[src/rtl/modport_fifo_pkg.sv]
`default_nettype none
// ============================================================================
// Module      : modport_fifo_pkg
// Description : Shared defaults and helper types for the modport_fifo block.
//               FIFO_DATA_W / FIFO_DEPTH are the default word width and entry
//               count. FIFO_PTR_W is the matching pointer width. fifo_op_e
//               names the four combinations of accepted write and read in
//               one cycle.
// Revision    : 1.0 - initial release
// ============================================================================
package modport_fifo_pkg;

  localparam int FIFO_DATA_W = 8;
  localparam int FIFO_DEPTH  = 8;
  localparam int FIFO_PTR_W  = $clog2(FIFO_DEPTH);

  // Encoding is {read, write} so the decode below is a plain concatenation.
  typedef enum logic [1:0] {
    OP_IDLE  = 2'b00,
    OP_WRITE = 2'b01,
    OP_READ  = 2'b10,
    OP_BOTH  = 2'b11
  } fifo_op_e;

  function automatic fifo_op_e decode_op(input logic wr_acc, input logic rd_acc);
    return fifo_op_e'({rd_acc, wr_acc});
  endfunction

endpackage : modport_fifo_pkg
`default_nettype wire

[src/rtl/modport_fifo_mem.sv]
`default_nettype none
// ============================================================================
// Module      : fifo_mem
// Description : DEPTH x DATA_W storage array for modport_fifo.
//               The write port is synchronous. The read address is decoded
//               combinationally, so a read and a write to the same entry in
//               one cycle return the old contents. The array has no reset.
// Ports       : clk      - clock
//               we_i     - write enable
//               waddr_i  - write address
//               wdata_i  - write data
//               raddr_i  - read address
//               rdata_o  - combinational read data
// Revision    : 1.0 - initial release
// ============================================================================
module fifo_mem #(
  parameter int DATA_W = 8,
  parameter int DEPTH  = 8,
  parameter int ADDR_W = $clog2(DEPTH)
) (
  input  logic              clk,
  input  logic              we_i,
  input  logic [ADDR_W-1:0] waddr_i,
  input  logic [DATA_W-1:0] wdata_i,
  input  logic [ADDR_W-1:0] raddr_i,
  output logic [DATA_W-1:0] rdata_o
);

  logic [DATA_W-1:0] mem_q [DEPTH];

  always_ff @(posedge clk) begin
    if (we_i) begin
      mem_q[waddr_i] <= wdata_i;
    end
  end

  assign rdata_o = mem_q[raddr_i];

endmodule : fifo_mem
`default_nettype wire

[src/rtl/modport_fifo.sv]
`default_nettype none
// ============================================================================
// Module      : modport_fifo
// Description : Single-clock synchronous FIFO with registered read data.
//               The pointers, occupancy counter and flags live here. Storage
//               is in fifo_mem.
// Ports       : clk    - clock; all state changes on the rising edge
//               rst    - asynchronous active-high reset
//               w_en   - write request
//               r_en   - read request
//               wdata  - write data
//               rdata  - registered read data; holds until the next read is
//                        accepted
//               full   - DEPTH entries stored
//               empty  - no entries stored
// Revision    : 1.0 - initial release
// ============================================================================
module modport_fifo
  import modport_fifo_pkg::*;
#(
  parameter int DATA_W = FIFO_DATA_W,
  parameter int DEPTH  = FIFO_DEPTH
) (
  input  logic              clk,
  input  logic              rst,
  input  logic              w_en,
  input  logic              r_en,
  input  logic [DATA_W-1:0] wdata,
  output logic [DATA_W-1:0] rdata,
  output logic              full,
  output logic              empty
);

  localparam int PTR_W = $clog2(DEPTH);
  localparam int CNT_W = PTR_W + 1;

  logic [PTR_W-1:0]  wr_ptr_q, wr_ptr_d;
  logic [PTR_W-1:0]  rd_ptr_q, rd_ptr_d;
  logic [CNT_W-1:0]  count_q,  count_d;
  logic [DATA_W-1:0] rdata_q,  rdata_d;
  logic [DATA_W-1:0] mem_rdata;
  logic              rd_acc;
  logic              wr_acc;
  fifo_op_e          op;

  // A write is accepted into a full FIFO only when a read frees a slot on the
  // same edge.
  assign rd_acc = r_en && !empty;
  assign wr_acc = w_en && (!full || rd_acc);
  assign op     = decode_op(wr_acc, rd_acc);

  always_comb begin
    wr_ptr_d = wr_ptr_q;
    rd_ptr_d = rd_ptr_q;
    count_d  = count_q;
    rdata_d  = rdata_q;
    // DEPTH is a power of two, so the pointers wrap from DEPTH-1 to 0 on
    // their own.
    if (wr_acc) begin
      wr_ptr_d = wr_ptr_q + PTR_W'(1);
    end
    if (rd_acc) begin
      rd_ptr_d = rd_ptr_q + PTR_W'(1);
      rdata_d  = mem_rdata;
    end
    case (op)
      OP_WRITE: count_d = count_q + CNT_W'(1);
      OP_READ:  count_d = count_q - CNT_W'(1);
      default:  count_d = count_q;
    endcase
  end

  always_ff @(posedge clk or posedge rst) begin
    if (rst) begin
      wr_ptr_q <= '0;
      rd_ptr_q <= '0;
      count_q  <= '0;
      rdata_q  <= '0;
    end else begin
      wr_ptr_q <= wr_ptr_d;
      rd_ptr_q <= rd_ptr_d;
      count_q  <= count_d;
      rdata_q  <= rdata_d;
    end
  end

  // Gating the write with rst means an edge that coincides with reset leaves
  // the array untouched.
  fifo_mem #(
    .DATA_W (DATA_W),
    .DEPTH  (DEPTH),
    .ADDR_W (PTR_W)
  ) u_mem (
    .clk     (clk),
    .we_i    (wr_acc && !rst),
    .waddr_i (wr_ptr_q),
    .wdata_i (wdata),
    .raddr_i (rd_ptr_q),
    .rdata_o (mem_rdata)
  );

  assign rdata = rdata_q;
  assign full  = (count_q == CNT_W'(DEPTH));
  assign empty = (count_q == '0);

endmodule : modport_fifo
`default_nettype wire

[config.mk]
export PLATFORM = sky130hd
export DESIGN_NAME = modport_fifo
export DESIGN_NICKNAME = d
export VERILOG_FILES = /design/src/rtl/modport_fifo_pkg.sv /design/src/rtl/modport_fifo_mem.sv /design/src/rtl/modport_fifo.sv
export SDC_FILE = /design/constraint.sdc
export NUM_CORES = 1
export LEC_CHECK = 0
export ABC_AREA = 1
export BUFFER_PORTS_ARGS = -buffer_cell sky130_fd_sc_hd__buf_4
export CORE_UTILIZATION = 60
export DETAILED_ROUTE_END_ITERATION = 6
export GPL_TIMING_DRIVEN = 0
export PLACE_DENSITY = 0.88
export SLEW_MARGIN = 40
export SYNTH_ARGS = -nofsm -noshare
export SYNTH_HDL_FRONTEND = slang
export SYNTH_SLANG_ARGS = --single-unit
[constraint.sdc]
create_clock -name clk -period 2.62 [get_ports clk]
set_clock_uncertainty 0.1 [all_clocks]
set_input_delay 0.262 -clock clk [delete_from_list [all_inputs] [get_ports clk]]
set_output_delay 0.262 -clock clk [all_outputs]
set_load 0.02 [all_outputs]
### Word-level counts from Yosys, hierarchy flattened

Memories as Yosys holds them, arrays and structs flattened. A register that Yosys moved wholly into a read port is not among the register bits.
Index checks and enable logic that the tools add are counted.

| cells by class | value |
|---|---|
| multiplexer cells | 3 |
| equal/unequal tests | 3 |
| reduce and logical (&&, ||, !) cells | 9 |
| add/subtract/negate cells | 4 |

Operators by type and width:

| operator | number |
|---|---|
| $pmux 4 s2 | 1 |
| $add 3x1->3 const B | 2 |
| $add 4x1->4 const B | 1 |
| $eq 4x4->1 const B | 1 |
| $logic_not 4->1 | 1 |
| $sub 4x1->4 const B | 1 |
| $logic_and 1x1->1 | 3 |
| $logic_not 1->1 | 3 |
| $eq 2x1->1 const B | 1 |
| $eq 2x2->1 const B | 1 |
| $mux 1 | 2 |
| $reduce_bool 2->1 | 1 |
| $logic_or 1x1->1 | 1 |

| storage, ports and cells | value |
|---|---|
| output and inout port bits | 10 |
| memories kept | 1 |
| flip-flop bits (word level) | 10 |
| RAM bits | 64 |
| input bits | 12 |
| logic and storage cells | 23 |

Memories:

| memory | words | bits a word | read ports | clocked after Yosys merged registers in | wr ports | line | source |
|---|---|---|---|---|---|---|---|
| u_mem.mem_q | 8 | 8 | 1 | 1 | 1 | modport_fifo_mem.sv:29 | `logic [DATA_W-1:0] mem_q [DEPTH];` |

### Depth between registers and ports, before layout

| logic depth | value |
|---|---|
| depth in word-level cells | 8 |
| depth in mapped cells | 13 |
| depth with buffers taken out | 13 |

### By module

From an unflattened synthesis, not the netlist that was laid out.

| second synthesis, totals | value |
|---|---|
| cells, all modules | 398 |
| area, all modules | 3783.6 um2 |

Modules (own cells, without submodules):

| module | cells each | times used | seq. area each (um2) | area each (um2) |
|---|---|---|---|---|
| fifo_mem | 295 | 1 | 1921.8 | 2890.3 |
| modport_fifo | 103 | 1 | 450.4 | 893.4 |

### Least setup slack after synthesis

OpenSTA, ideal clock, no wires.

| timing path | value |
|---|---|
| path type | input -> register |
| start point | input rst |
| end point | memory u_mem.mem_q[6][0], enable pin |
| data required time | 2137 ps |
| library setup time | 383 ps |
| path buffers | 0 |
| stages | 3 |
| data arrival time | 1552 ps |
| path slack | 584 ps |
| cells stage by stage | inv_1 nand3_1 nor3_1 |

| on the way | value |
|---|---|
| word-level cells in the longest chain between the ends | 4 |

Ends and longest elaborated chain:

| element | line | source |
|---|---|---|
| start, declared | modport_fifo.sv:25 | `input logic rst,` |
| $logic_not 1->1 | modport_fifo.sv:95 | `.we_i (wr_acc && !rst),` |
| $logic_and 1x1->1 | modport_fifo.sv:95 |  |
| $mux 1 | modport_fifo_mem.sv:32 | `if (we_i) begin` |
| $mux 1 (not written as such) | modport_fifo_mem.sv:33 | `mem_q[waddr_i] <= wdata_i;` |
| end, declared | modport_fifo_mem.sv:29 |  |

No other way between the ends.

### Worst setup path in the final report

| timing path | value |
|---|---|
| start point | register count_q[2] |
| end point | memory u_mem.mem_q[3][7], enable pin |

| on the way | value |
|---|---|
| word-level cells in the longest chain between the ends | 8 |
| elaborated cells between the ends (all ways) | 10 |
| classes of those cells | eq/ne: 1; mux: 2; reduce/logical: 7 |

Ends and longest elaborated chain:

| element | line | source |
|---|---|---|
| start, declared | modport_fifo.sv:39 | `logic [CNT_W-1:0] count_q, count_d;` |
| start signal, assigned | modport_fifo.sv:82 | `count_q <= count_d;` |
| $logic_not 4->1 | modport_fifo.sv:104 | `assign empty = (count_q == '0);` |
| $logic_not 1->1 | modport_fifo.sv:48 | `assign rd_acc = r_en && !empty;` |
| $logic_and 1x1->1 | modport_fifo.sv:48 |  |
| $logic_or 1x1->1 (*) | modport_fifo.sv:49 | `assign wr_acc = w_en && (!full \|\| rd_acc);` |
| $logic_and 1x1->1 (*) | modport_fifo.sv:49 |  |
| $logic_and 1x1->1 (*) | modport_fifo.sv:95 |  |
| $mux 1 (*) | modport_fifo_mem.sv:32 |  |
| $mux 1 (not written as such) (*) | modport_fifo_mem.sv:33 |  |

Mark *: on every way between the ends. The rest lies on a longest branch, timed or not.

==> impl_metrics.toml <==
[run_status]
status = "completed"

[clocking]
post_cts_buffers = 0
clk_pin_slew_ns = 0.09
root_buffer = "clkbuf_8"
clock_latency_ns = 0.36
cts_buffer_depth = 2
clock-sinks = 82
cts_tree = "built"
ctsHoldBuffers = 1
cts_buffers = 9
cts_max_level = 3
postCtsResizedCells = 0

[critical_path]
end_kind = "flop"
worstSetupPathType = "reg2reg"
critical_path_arrival_ns = 1.90
max_stage_delay_ns = 0.65
required_ns = 2.50
cp_cell_sequence = "inv_1, nand3_4, o21ai_4, buf_6, nor3_2"
cp.buffers_inverters = 2
slowest_stage = "nor3_2"
cp_num_cells = 5
path_max_fanout = 10
r2r_cells = 5
crit_path_start_kind = "flop"
crit_family = "simple AND/OR/NAND/NOR gates"

[worst_hold_path]
hold_class = "in2reg"
hold_depth = 1

[logic_synthesis]
ys_seq_area_frac = 0.683
synthFlopType = "edfxtp_1"
netlist_instances = 285
synth_edf_count = 64
yosysUniqueCellTypes = 30
synth_seq_cells = 82
yosysWarningCount = 0
async_reset_ff_frac = 0.220
syn-num-nets = 302
synthesis.area_sq_um = 3470
syn_area_per_cell_sq_um = 12.2

[pwr]
power_per_cell_area_nw_per_um2 = 1090
leakagePower_uw = 0.00151
ir_worst_vdd_mv = 0.663

[timing]
finalHoldViolCount = 0
rsz0062_at_grt = "false"
tightest_slew_ns = 0.852
maxSlewViolCount = 0
setup_violations = 0
finalSetupTns_ns = 0
period_share = 0.768
layout_setup_ws_ns = 0.607
max_slew_margin = 0.429
min_period_ns = 2.01
max_freq_mhz = 497

[placed_design]
portBuffers = 21
gp_congestion = 0.795
dpl.hpwl_um = 4450
dp_slack_ns = 0.128

[route]
wire_per_inst_um = 19.2
routed_via_density = 6.00
drtAntennaViolNets = 0
wl_um = 7600
drc_errors = 0
dr.pass1.iters = 5
drt_iter0_markers = 294
vias = 2371

[final_layout]
num_antenna_cells = 0
final_common_cell = "edfxtp_1"
fin_util = 0.718
drive_gt1_frac = 0.220
areaGrowthSynthToFinish_pct = 14.6
layout_common_cells = "edfxtp_1 (64), nor2_1 (52), nand2_1 (28)"
nets = 335

[job]
max_cap_violations = 0

[floorplanning]
initial_core_util = 0.626
die_h_um = 78.1
die_width_um = 78.1
dieArea_sq_um = 6090
fp-row-count = 27
boundaryPins = 22
fp.coreArea_sq_um = 5540

[global_routing]
grt_pass1_vias = 2433
antenna_found_initial = 0
grt_pass1_wl_um = 12000
track_usage = 0.281
grt-ovfl-total = 0
grt_max_degree = 19
==> worst paths after layout <==
kind / from / to / slack [ns]
max in group asynchronous: rst / rdata[7] / 2.07
worst max-delay path: count_q[2] / u_mem.mem_q[3][7] / 0.61
worst min-delay path: wdata[5] / u_mem.mem_q[7][5] / 0.03
worst min register to register: rdata[5] / rdata[5] / 0.39
worst max register to register: count_q[2] / u_mem.mem_q[3][7] / 0.61
min in group asynchronous: rst / rdata[4] / 0.04
==> registers in the layout (all words and copies together), names as in the netlist <==
name / cells
rdata: 8
u_mem.mem_q: 64
count_q: 4
wr_ptr_q: 3
rd_ptr_q: 3
==> report_power, final <==
part	internal, uW	total, uW	switching, uW
logic	542	1580	1040
registers	1630	1810	179
clock network	466	930	464
total	2630	4320	1690
==> final cells by class <==
cell class                      count  area [sq um]
Buffer                             12          71.3
Clock buffer                       10           138
Clock inverter                      6          65.1
Fill cell                         376          1560
Inverter                           17          63.8
Multi-Input combinational cell    174          1020
Sequential cell                    82          2370
Tap cell                           72          90.1
Timing Repair Buffer               22           163
==> logic make-up after synthesis <==
group / count (synthesis) / share of synthesized area
fa+ha+maj: 5 / 0.0202
buf+inv: 29 / 0.0389
xor+xnor: 6 / 0.0151
compound gates: 52 / 0.0908
simple gates: 111 / 0.151
flops: 82 / 0.683
==> cells in the mapped netlist, drive strengths merged, types with 4 or more instances <==
cell	n	share of area
o211ai	16	0.035
edfxtp	64	0.55
o21ai	34	0.052
xor2	5	0.013
nor2	56	0.069
dfrtp	18	0.13
ha	4	0.014
nand3	15	0.027
nand2	31	0.043
nor3	8	0.012
inv	16	0.017
buf	12	0.021
==> per-layer routing <==
layer / GRT usage / part of all wire / wire [um]
met1: 0.359 / 0.39 / 2930
met2: 0.430 / 0.49 / 3730
met3: 0.0663 / 0.084 / 638
met4: 0.191 / 0.039 / 298
met5: 0 / 0 / 0
==> per-stage QoR <==
step | instance area, sq um | hold slack (ns) | std cells | power, uW
floorplan | 3470 | 0.134 | 285 | 2820
global placement | 3720 | 0.343 | 378 | 3240
detailed placement | 3760 | 0.366 | 378 | 3340
CTS | 3970 | 0.0207 | 395 | 4280
global route | 3980 | 0.0281 | 395 | 4540
finish | 3980 | 0.0295 | 395 | 4320
(Power assumes the default switching activity.)
